## config.mk

```make
export PLATFORM = sky130hd
export DESIGN_NAME = instr_sequencer
export DESIGN_NICKNAME = d
export VERILOG_FILES = /design/src/rtl/instr_sequencer_pkg.sv /design/src/rtl/prog_ram.sv /design/src/rtl/instr_sequencer.sv
export SDC_FILE = /design/constraint.sdc
export NUM_CORES = 1
export LEC_CHECK = 0
export ABC_CLOCK_PERIOD_IN_PS = 4200
export BUFFER_PORTS_ARGS = -buffer_cell sky130_fd_sc_hd__buf_4
export CAP_MARGIN = 5
export CORE_MARGIN = 10
export CORE_UTILIZATION = 35
export DETAILED_ROUTE_END_ITERATION = 16
export PLACE_DENSITY_LB_ADDON = 0.3
export SLEW_MARGIN = 0
export SYNTH_ARGS = -nofsm -noshare
export SYNTH_HDL_FRONTEND = slang
export SYNTH_HIERARCHICAL = 1
export SYNTH_SLANG_ARGS = --single-unit
```

## constraint.sdc

```tcl
create_clock -name clk -period 4.2 [get_ports clk]
set_input_delay 0.63 -clock clk [delete_from_list [all_inputs] [get_ports clk]]
set_output_delay 0.63 -clock clk [all_outputs]
set_load 0.02 [all_outputs]
```

## src/rtl/instr_sequencer_pkg.sv

```systemverilog
// Shared types and constants for the instruction sequencer: FSM states,
// opcodes and the trainer instruction layout.
package instr_sequencer_pkg;

  localparam int INSTR_W = 8;
  localparam int OPC_LSB = 4;

  typedef enum logic [1:0] {
    S_IDLE,
    S_RUN,
    S_STEP,
    S_HALT
  } seq_state_t;

  typedef enum logic [3:0] {
    OP_NOP = 4'b0000,
    OP_ADD = 4'b0001,
    OP_SUB = 4'b0010,
    OP_HLT = 4'b1111
  } opcode_t;

  // Field layout of one trainer instruction word.
  typedef struct packed {
    logic [3:0] opcode;
    logic [1:0] dst;
    logic [1:0] src;
  } instr_t;

  function automatic logic is_hlt(input logic [INSTR_W-1:0] raw);
    return (raw >> OPC_LSB) == INSTR_W'(OP_HLT);
  endfunction

endpackage

```

## src/rtl/prog_ram.sv

```systemverilog
// Program store for the sequencer: one write port, one read port with a
// registered read that can be held with rd_en.
module prog_ram #(
  parameter int DEPTH  = 16,
  parameter int ADDR_W = 4,
  parameter int WIDTH  = 8
) (
  input  logic              clk,
  input  logic              wr_en,
  input  logic [ADDR_W-1:0] wr_addr,
  input  logic [WIDTH-1:0]  wr_data,
  input  logic              rd_en,
  input  logic [ADDR_W-1:0] rd_addr,
  output logic [WIDTH-1:0]  rd_data
);

  logic [WIDTH-1:0] mem [DEPTH];

  // NOTE: storage has no reset; a cleared program is tracked by length only,
  // which keeps this mappable onto block/distributed RAM.
  always_ff @(posedge clk) begin
    if (wr_en) mem[wr_addr] <= wr_data;
    if (rd_en) rd_data <= mem[rd_addr];
  end

endmodule

```

## src/rtl/instr_sequencer.sv

```systemverilog
// Trainer instruction sequencer: loads a program from DIP switches and issues
// it to a CPU core over a valid/ready handshake, free-running or single-step.
module instr_sequencer
  import instr_sequencer_pkg::*;
#(
  parameter int DEPTH  = 16,
  parameter int ADDR_W = 4
) (
  input  logic              clk,
  input  logic              rst,
  input  logic [7:0]        trainer_dip,
  input  logic              load_pulse,
  input  logic              run_pulse,
  input  logic              step_pulse,
  input  logic              clr_pulse,
  output logic [7:0]        instr,
  output logic              instr_valid,
  input  logic              instr_ready,
  output logic [ADDR_W-1:0] pc,
  output logic [ADDR_W:0]   prog_len,
  output logic              load_full,
  output logic              halted
);

  localparam int LEN_W = ADDR_W + 1;

  seq_state_t         state;
  logic [INSTR_W-1:0] rd_data;
  logic [ADDR_W-1:0]  rd_addr;
  logic               rd_en;
  logic               wr_en;
  logic               issuing;
  logic [LEN_W-1:0]   pc_inc;

  assign load_full = (prog_len == LEN_W'(DEPTH));
  assign issuing   = (state == S_RUN) || (state == S_STEP);
  assign pc_inc    = {1'b0, pc} + LEN_W'(1);
  assign wr_en     = ((state == S_IDLE) || (state == S_HALT)) && load_pulse &&
                     !clr_pulse && !rst && !load_full;

  // The RAM always holds the word the FSM will need at the next update:
  // mem[pc] before the first presentation, mem[pc+1] while one is presented.
  always_comb begin
    rd_en   = 1'b1;
    rd_addr = pc;
    if (issuing) begin
      if (!instr_valid)     rd_addr = pc + ADDR_W'(1);
      else if (instr_ready) rd_addr = pc + ADDR_W'(2);
      else                  rd_en   = 1'b0;
    end else if (state == S_HALT) begin
      rd_addr = '0;
    end
  end

  prog_ram #(
    .DEPTH (DEPTH),
    .ADDR_W(ADDR_W),
    .WIDTH (INSTR_W)
  ) u_prog_ram (
    .clk    (clk),
    .wr_en  (wr_en),
    .wr_addr(prog_len[ADDR_W-1:0]),
    .wr_data(trainer_dip),
    .rd_en  (rd_en),
    .rd_addr(rd_addr),
    .rd_data(rd_data)
  );

  // NOTE: all state and outputs use non-blocking assignments so every
  // register samples pre-edge values regardless of statement order.
  always_ff @(posedge clk) begin
    if (rst) begin
      state       <= S_IDLE;
      pc          <= '0;
      prog_len    <= '0;
      instr       <= 8'h00;
      instr_valid <= 1'b0;
      halted      <= 1'b0;
    end else if (clr_pulse) begin
      state       <= S_IDLE;
      pc          <= '0;
      prog_len    <= '0;
      instr_valid <= 1'b0;
      halted      <= 1'b0;
    end else begin
      case (state)
        S_IDLE: begin
          if (load_pulse) begin
            if (!load_full) prog_len <= prog_len + LEN_W'(1);
          end else if (run_pulse || step_pulse) begin
            if ({1'b0, pc} < prog_len) begin
              state <= run_pulse ? S_RUN : S_STEP;
            end else begin
              state  <= S_HALT;
              halted <= 1'b1;
            end
          end
        end

        S_RUN, S_STEP: begin
          if (!instr_valid) begin
            // First presentation after entry; a HLT word is never shown.
            if (is_hlt(rd_data)) begin
              state  <= S_HALT;
              halted <= 1'b1;
            end else begin
              instr       <= rd_data;
              instr_valid <= 1'b1;
            end
          end else if (instr_ready) begin
            pc <= pc_inc[ADDR_W-1:0];
            if (pc_inc == prog_len || (state == S_RUN && is_hlt(rd_data))) begin
              instr_valid <= 1'b0;
              state       <= S_HALT;
              halted      <= 1'b1;
            end else if (state == S_STEP) begin
              instr_valid <= 1'b0;
              state       <= S_IDLE;
            end else begin
              instr <= rd_data;
            end
          end
        end

        S_HALT: begin
          if (load_pulse) begin
            state  <= S_IDLE;
            halted <= 1'b0;
            if (!load_full) prog_len <= prog_len + LEN_W'(1);
          end else if (run_pulse) begin
            pc     <= '0;
            halted <= 1'b0;
            state  <= (prog_len != '0) ? S_RUN : S_IDLE;
          end
        end

        default: begin
          state  <= S_IDLE;
          halted <= 1'b0;
        end
      endcase
    end
  end

endmodule

```

==> flow_summary.ini, run 1 <==
[status]
status = finished clean

[grt]
grt_max_degree = 33
grt_pass1_vias = 3865
grt_pass1_wl_um = 22740
grt_usage_pct = 11.74
antenna_found_initial = 0
grt-ovfl-total = 0

[clock_network]
clkSlewWorstSetupHoldPaths_ps = 60
post_cts_buffers = 0
cts-resized-gates = 0
htree_levels = 4
cts-root-buf = clkbuf_16
postCtsHoldBufs = 0
cts.sinks = 157
cts_tree = done
ctsLongestPathBuffers = 2
cts_buffers = 17
insertion_delay_ps = 420

[final_layout]
diodes = 0
drive_gt1_share_pct = 21.87
synthToLayoutAreaGrowth_pct = 16.90
final_cells = 731
nNetsFinal = 486

[setup_path]
path_buf_inv = 1
path_delay_family = simple AND/OR/NAND/NOR gates
crit_chain = inv_1 -> ha_1 -> and3_1 -> nor3b_2 -> and2_1 -> or3b_2 -> nor2_1
critical_path_required_ps = 4240
critPathKind = reg -> reg
critPathArrivalTime_ps = 3430
setup.worst_path.end_class = register
cp_max_fo = 13
slowest_stage = nor2_1
crit_start = prog_len[1]
worstSetupStartpointType = register
rr_startpoint = prog_len[1]
slowest_delay_ps = 690

[synth]
synth_fp_nets = 440
synth.distinct_cells = 58
netlist_area_um2 = 6760
synthFlopType = edfxtp_1
synth_cells = 412
synth-seq-cells = 157
ys_top_cells_by_area = edfxtp_1, dfxtp_1, mux4_2
synth_area_leader_cell = edfxtp_1
yosysWarnings = 6
synth_edf_count = 136
netlist.area_leader.share_pct = 60.41
synth-seq-area-share_pct = 66.63
syn-mean-instance-area_um2 = 16.41
synthArstFlopShare_pct = 0

[place]
portBuffers = 34
dp_slack_ps = 762.5
globalplace.congestion = 0.8706
dp_hpwl_um = 9633
dp_cells = 699

[hold_path]
min_from = halted
hold_class = reg -> reg

[sta]
max_freq_mhz = 295.0
tns_ps = 0
rsz0062_at_grt = false
min_period_over_period_pct = 80.71
finalClockSkew_ps = 8.891
max_slew_margin_pct = 28.74
worstMarginPinSlew_ps = 1065
finalCriticalPeriod_ps = 3390
hold_violations = 0
slew_violations = 0
setup_viol = 0
setup_ws_ps = 810.0

[floorplanning]
start_util_pct = 35.90
row_count = 50
fp.coreArea_um2 = 18830
dieHeight_um = 159.0
dieArea_um2 = 25270
die_x_um = 159.0
ios = 35

[drt]
vias = 3729
drc_errors = 0
postRouteAntennaNets = 0
dr.pass1.iters = 5
wire_per_inst_um = 20.00
avgViaCountPerCell = 5.101
drtIter0Drc = 189
routed_wl_um = 14620

[job]
max_cap_viol_count = 0

[pwr]
p_leak_nw = 2.600
vdd_ir_drop_max_uv = 272.1
power_density_nw_per_um2 = 463.6
## cells by family after synthesis
family / count (synthesis) / synth area share [%]
AO/OA/AOI/OAI: 58 / 5.997
XOR/XNOR: 9 / 1.166
adder cells (fa/ha/maj): 13 / 2.406
buffers and inverters: 29 / 2.406
flip-flops: 157 / 66.63
multiplexers: 42 / 12.92
AND/OR/NAND/NOR: 104 / 8.477
## area by class of cell
cell class	instances	area [um^2]
Fill cell	1685	10930
Clock buffer	18	429.2
Inverter	13	48.80
Tap cell	260	325.3
Sequential cell	157	4504
Multi-Input combinational cell	226	2105
Clock inverter	14	155.1
Timing Repair Buffer	43	335.3
## registers in the layout, summed over array words and instances (netlist names)
name                cells
instr                   8
halted                  1
u_prog_ram/rd_data      8
prog_len                5
pc                      4
instr_valid             1
u_prog_ram/mem        128
state                   2
## worst reg2reg max path: cells and delay by family (launching register included)
| kind | cells | cell delay (ps) |
|---|---|---|
| buffers and inverters | 1 | 140 |
| adders and majority gates | 1 | 220 |
| and+or+nand+nor | 5 | 2060 |
| DFF | 1 | 610 |
## cells in the mapped netlist, drive strengths merged, types with 2 or more instances
cell type and n:
nor4 2, mux4 32, a211oi 2, clkbuf 4
nand3b 2, nand2 20, dfxtp 21, mux2i 10
nand2b 20, or2 3, a22o 4, o21ai 12
o22ai 3, nor3 8, inv 13, nand4 2
nor2 26, nor2b 3, a31oi 4, or4 2
xor2 2, xnor2 7, ha 13, buf 9
clkdlybuf4s25 3, a21oi 8, nand3 3, and2 4
edfxtp 136, a22oi 16
## layout by cell type (no fill, tap or decap), types with 4 or more instances in the layout
cell / count
a21oi_1: 8
a22o_1: 4
a22oi_1: 16
a31oi_1: 4
buf_4: 42
clkbuf_16: 17
dfxtp_1: 21
edfxtp_1: 136
ha_1: 13
inv_1: 12
inv_6: 4
mux2i_1: 10
mux4_1: 14
mux4_2: 18
nand2_1: 20
nand2b_1: 20
nor2_1: 26
nor3_1: 8
o21ai_0: 8
xnor2_1: 7
## per-layer routing
metal / wire, um / GRT usage [%] / up-vias
met3: 687 / 2.892 / 17
met1: 6486 / 14.86 / 1877
li1: - / - / 1725
met2: 7235 / 19.14 / 110
met4: 210 / 4.212 / 0
met5: 0 / 0 / -
## through the flow
step	hold WS [ps]	power (mW)	instance area [um^2]	util, %
after global placement	446.3	2.174	7318	38.86
after floorplan	490.7	2.063	6760	-
after detailed placement	460.9	2.182	7318	38.86
final	469.4	3.663	7903	41.97
after CTS	469.6	3.695	7903	41.97
after global routing	493.6	3.801	7903	41.97
## where the power goes
group / total, mW / switching (mW) / internal, mW / leakage [nW]
logic: 0.391 / 0.201 / 0.189 / 0.917
registers: 1.75 / 0.0257 / 1.73 / 1.41
clock network: 1.52 / 0.635 / 0.884 / 0.277
total: 3.66 / 0.862 / 2.80 / 2.60
## final timing paths
kind	end	cells after the start	slack, ps
setup / recovery	u_prog_ram/mem[1][6]	7	810
hold / removal	halted	2	470
setup reg to reg	u_prog_ram/mem[1][6]	7	810
hold reg to reg	halted	2	470
(Power assumes the default switching activity.)
==> run 2: changes to the inputs <==
Settings changed: ABC_CLOCK_PERIOD_IN_PS 4200 to 2800.
Clock period 4.2 ns to 2.8 ns, I/O delays scaled along.
==> run 2 against run 1 <==
Critical path depth up 3. Power up 55%. Cell count up 3.3%. First-iteration DRC count up 28%. Clock power up 55%. Sequential cell count unchanged. Highest routed layer unchanged. Count of clock-buffer cells in the layout unchanged. Die area unchanged.
==> flow_summary.ini, run 2 (synthesized netlist as in run 1, its figures left out) <==
[final_layout]
largest_reg_flops = 128
seqCellArea_um2 = 4509
final_common_cell = edfxtp_1
fillers = 1680
final_cell_mix = edfxtp_1, buf_4, nor2_1
diodes = 0
top_register = u_prog_ram/mem
multi_input_area_um2 = 2163
nNetsFinal = 510
drive_gt1_share_pct = 29.09
top_regs = u_prog_ram/mem: 128 flops, instr: 8 flops, u_prog_ram/rd_data: 8 flops
synthToLayoutAreaGrowth_pct = 22.23

[place]
dp_hpwl_um = 9997
globalplace.congestion = 0.7736
portBuffers = 34
dp_slack_ps = -38.25

[drt]
vias = 3790
drc_errors = 0
postRouteAntennaNets = 0
routed_wl_um = 14950
wire_per_inst_um = 19.79
drtIter0Drc = 241
avgViaCountPerCell = 5.020
dr.pass1.iters = 4

[pwr]
p_leak_nw = 2.772
vdd_ir_drop_max_uv = 464.6
power_mw = 5.668
power_density_nw_per_um2 = 685.9

[floorplanning]
dieHeight_um = 159.0
ios = 35
die_x_um = 159.0
dieArea_um2 = 25270
row_count = 50
start_util_pct = 35.90
fp.coreArea_um2 = 18830

[clock_network]
cts_buffers = 17
cts_tree = done
cts-root-buf = clkbuf_16
clkSlewWorstSetupHoldPaths_ps = 70
htree_levels = 4
postCtsHoldBufs = 0
cts.sinks = 157
ctsLongestPathBuffers = 2
insertion_delay_ps = 420

[grt]
grt_pass1_wl_um = 23540
antenna_found_initial = 0
grt_max_degree = 33
grt_pass1_vias = 4010
grt-ovfl-total = 0
grt_usage_pct = 12.00

[sta]
min_period_over_period_pct = 94.58
finalCriticalPeriod_ps = 2648
max_freq_mhz = 377.6
finalClockSkew_ps = 6.152
worstMarginPinSlew_ps = 449.6
slew_violations = 0
hold_violations = 0
setup_ws_ps = 151.8
rsz0062_at_grt = false
setup_viol = 0
max_slew_margin_pct = 70.03

[hold_path]
hold_class = in -> reg

[job]
max_cap_viol_count = 0

[setup_path]
cp_max_fo = 13
worstSetupStartpointType = register
critPathKind = reg -> reg
critical_path_required_ps = 2960
setup.worst_path.end_class = register
critPathArrivalTime_ps = 2810

[status]
status = finished clean
[run 2: cell types whose count changed in the layout (fill, tap and decap cells not counted), moves of 2 or more]
cell,delta
a22oi_1,-6
a22oi_2,+6
buf_12,+6
buf_4,+17
clkinvlp_4,-2
dfxtp_1,-4
dfxtp_2,+4
inv_8,+2
nor2_1,-3
nor2_2,+3
[run 2: layout make-up]
class	count	area share [%]
flip-flops and latches	157	54.57
well taps	260	3.937
multi-input cells	226	26.18
clock inverters	14	2.165
clock buffers	18	5.194
repair buffers	67	7.359
inverters	13	0.5906
[run 2: what timing repair did]
item	CTS	global route
cloned	0	1
setup endpoints to repair	4	32
setup buffers	1	0
resized for setup	2	10
endpoints found under the hold margin	0	0
pin swaps	1	2
[run 2: power breakdown]
| part | internal (mW) | leakage (nW) | total (mW) | switching (mW) |
|---|---|---|---|---|
| clock network | 1.42 | 0.296 | 2.36 | 0.942 |
| logic | 0.350 | 1.07 | 0.680 | 0.330 |
| registers | 2.59 | 1.41 | 2.62 | 0.0312 |
[run 2: routing by layer]
| metal | global-route usage [%] | vias to the layer above | routed length (um) | share of wire [%] |
|---|---|---|---|---|
| li1 | - | 1773 | - | - |
| met1 | 15.54 | 1932 | 6821 | 46 |
| met2 | 19.36 | 80 | 7395 | 49 |
| met3 | 3.253 | 5 | 662 | 4.4 |
| met4 | 3.412 | 0 | 65 | 0.43 |
| met5 | 0 | - | 0 | 0 |
[run 2: path summary, 6_finish.rpt]
kind | start | end | slack (ps) | cells past startpoint
hold / removal | trainer_dip[3] | u_prog_ram/mem[5][3] | 300 | 1
hold reg to reg | halted | halted | 470 | 2
setup / recovery | state[1] | u_prog_ram/rd_data[3] | 150 | 10
setup reg to reg | state[1] | u_prog_ram/rd_data[3] | 150 | 10
[run 2: worst max-delay path, stage by stage (launching register included)]
cell and delay [ps]:
dfxtp_2 360, inv_1 100, ha_4 300, buf_12 120
nand2b_1 100, o21ai_4 210, buf_12 140, buf_4 160
mux4_1 590, a22oi_2 200, nand2_1 100
[run 2: through the flow]
step                utilization [%]  std cells  hold slack (ps)  TNS, ps  area (um^2)
global route                  43.88        755            300.3        0         8263
finish                        43.88        755            304.5        0         8263
global placement              40.19        721            449.1        0         7567
floorplan                         -        412            490.7        0         6782
CTS                           43.57        754            285.1        0         8205
detailed placement            40.19        721            463.5   -71.40         7567
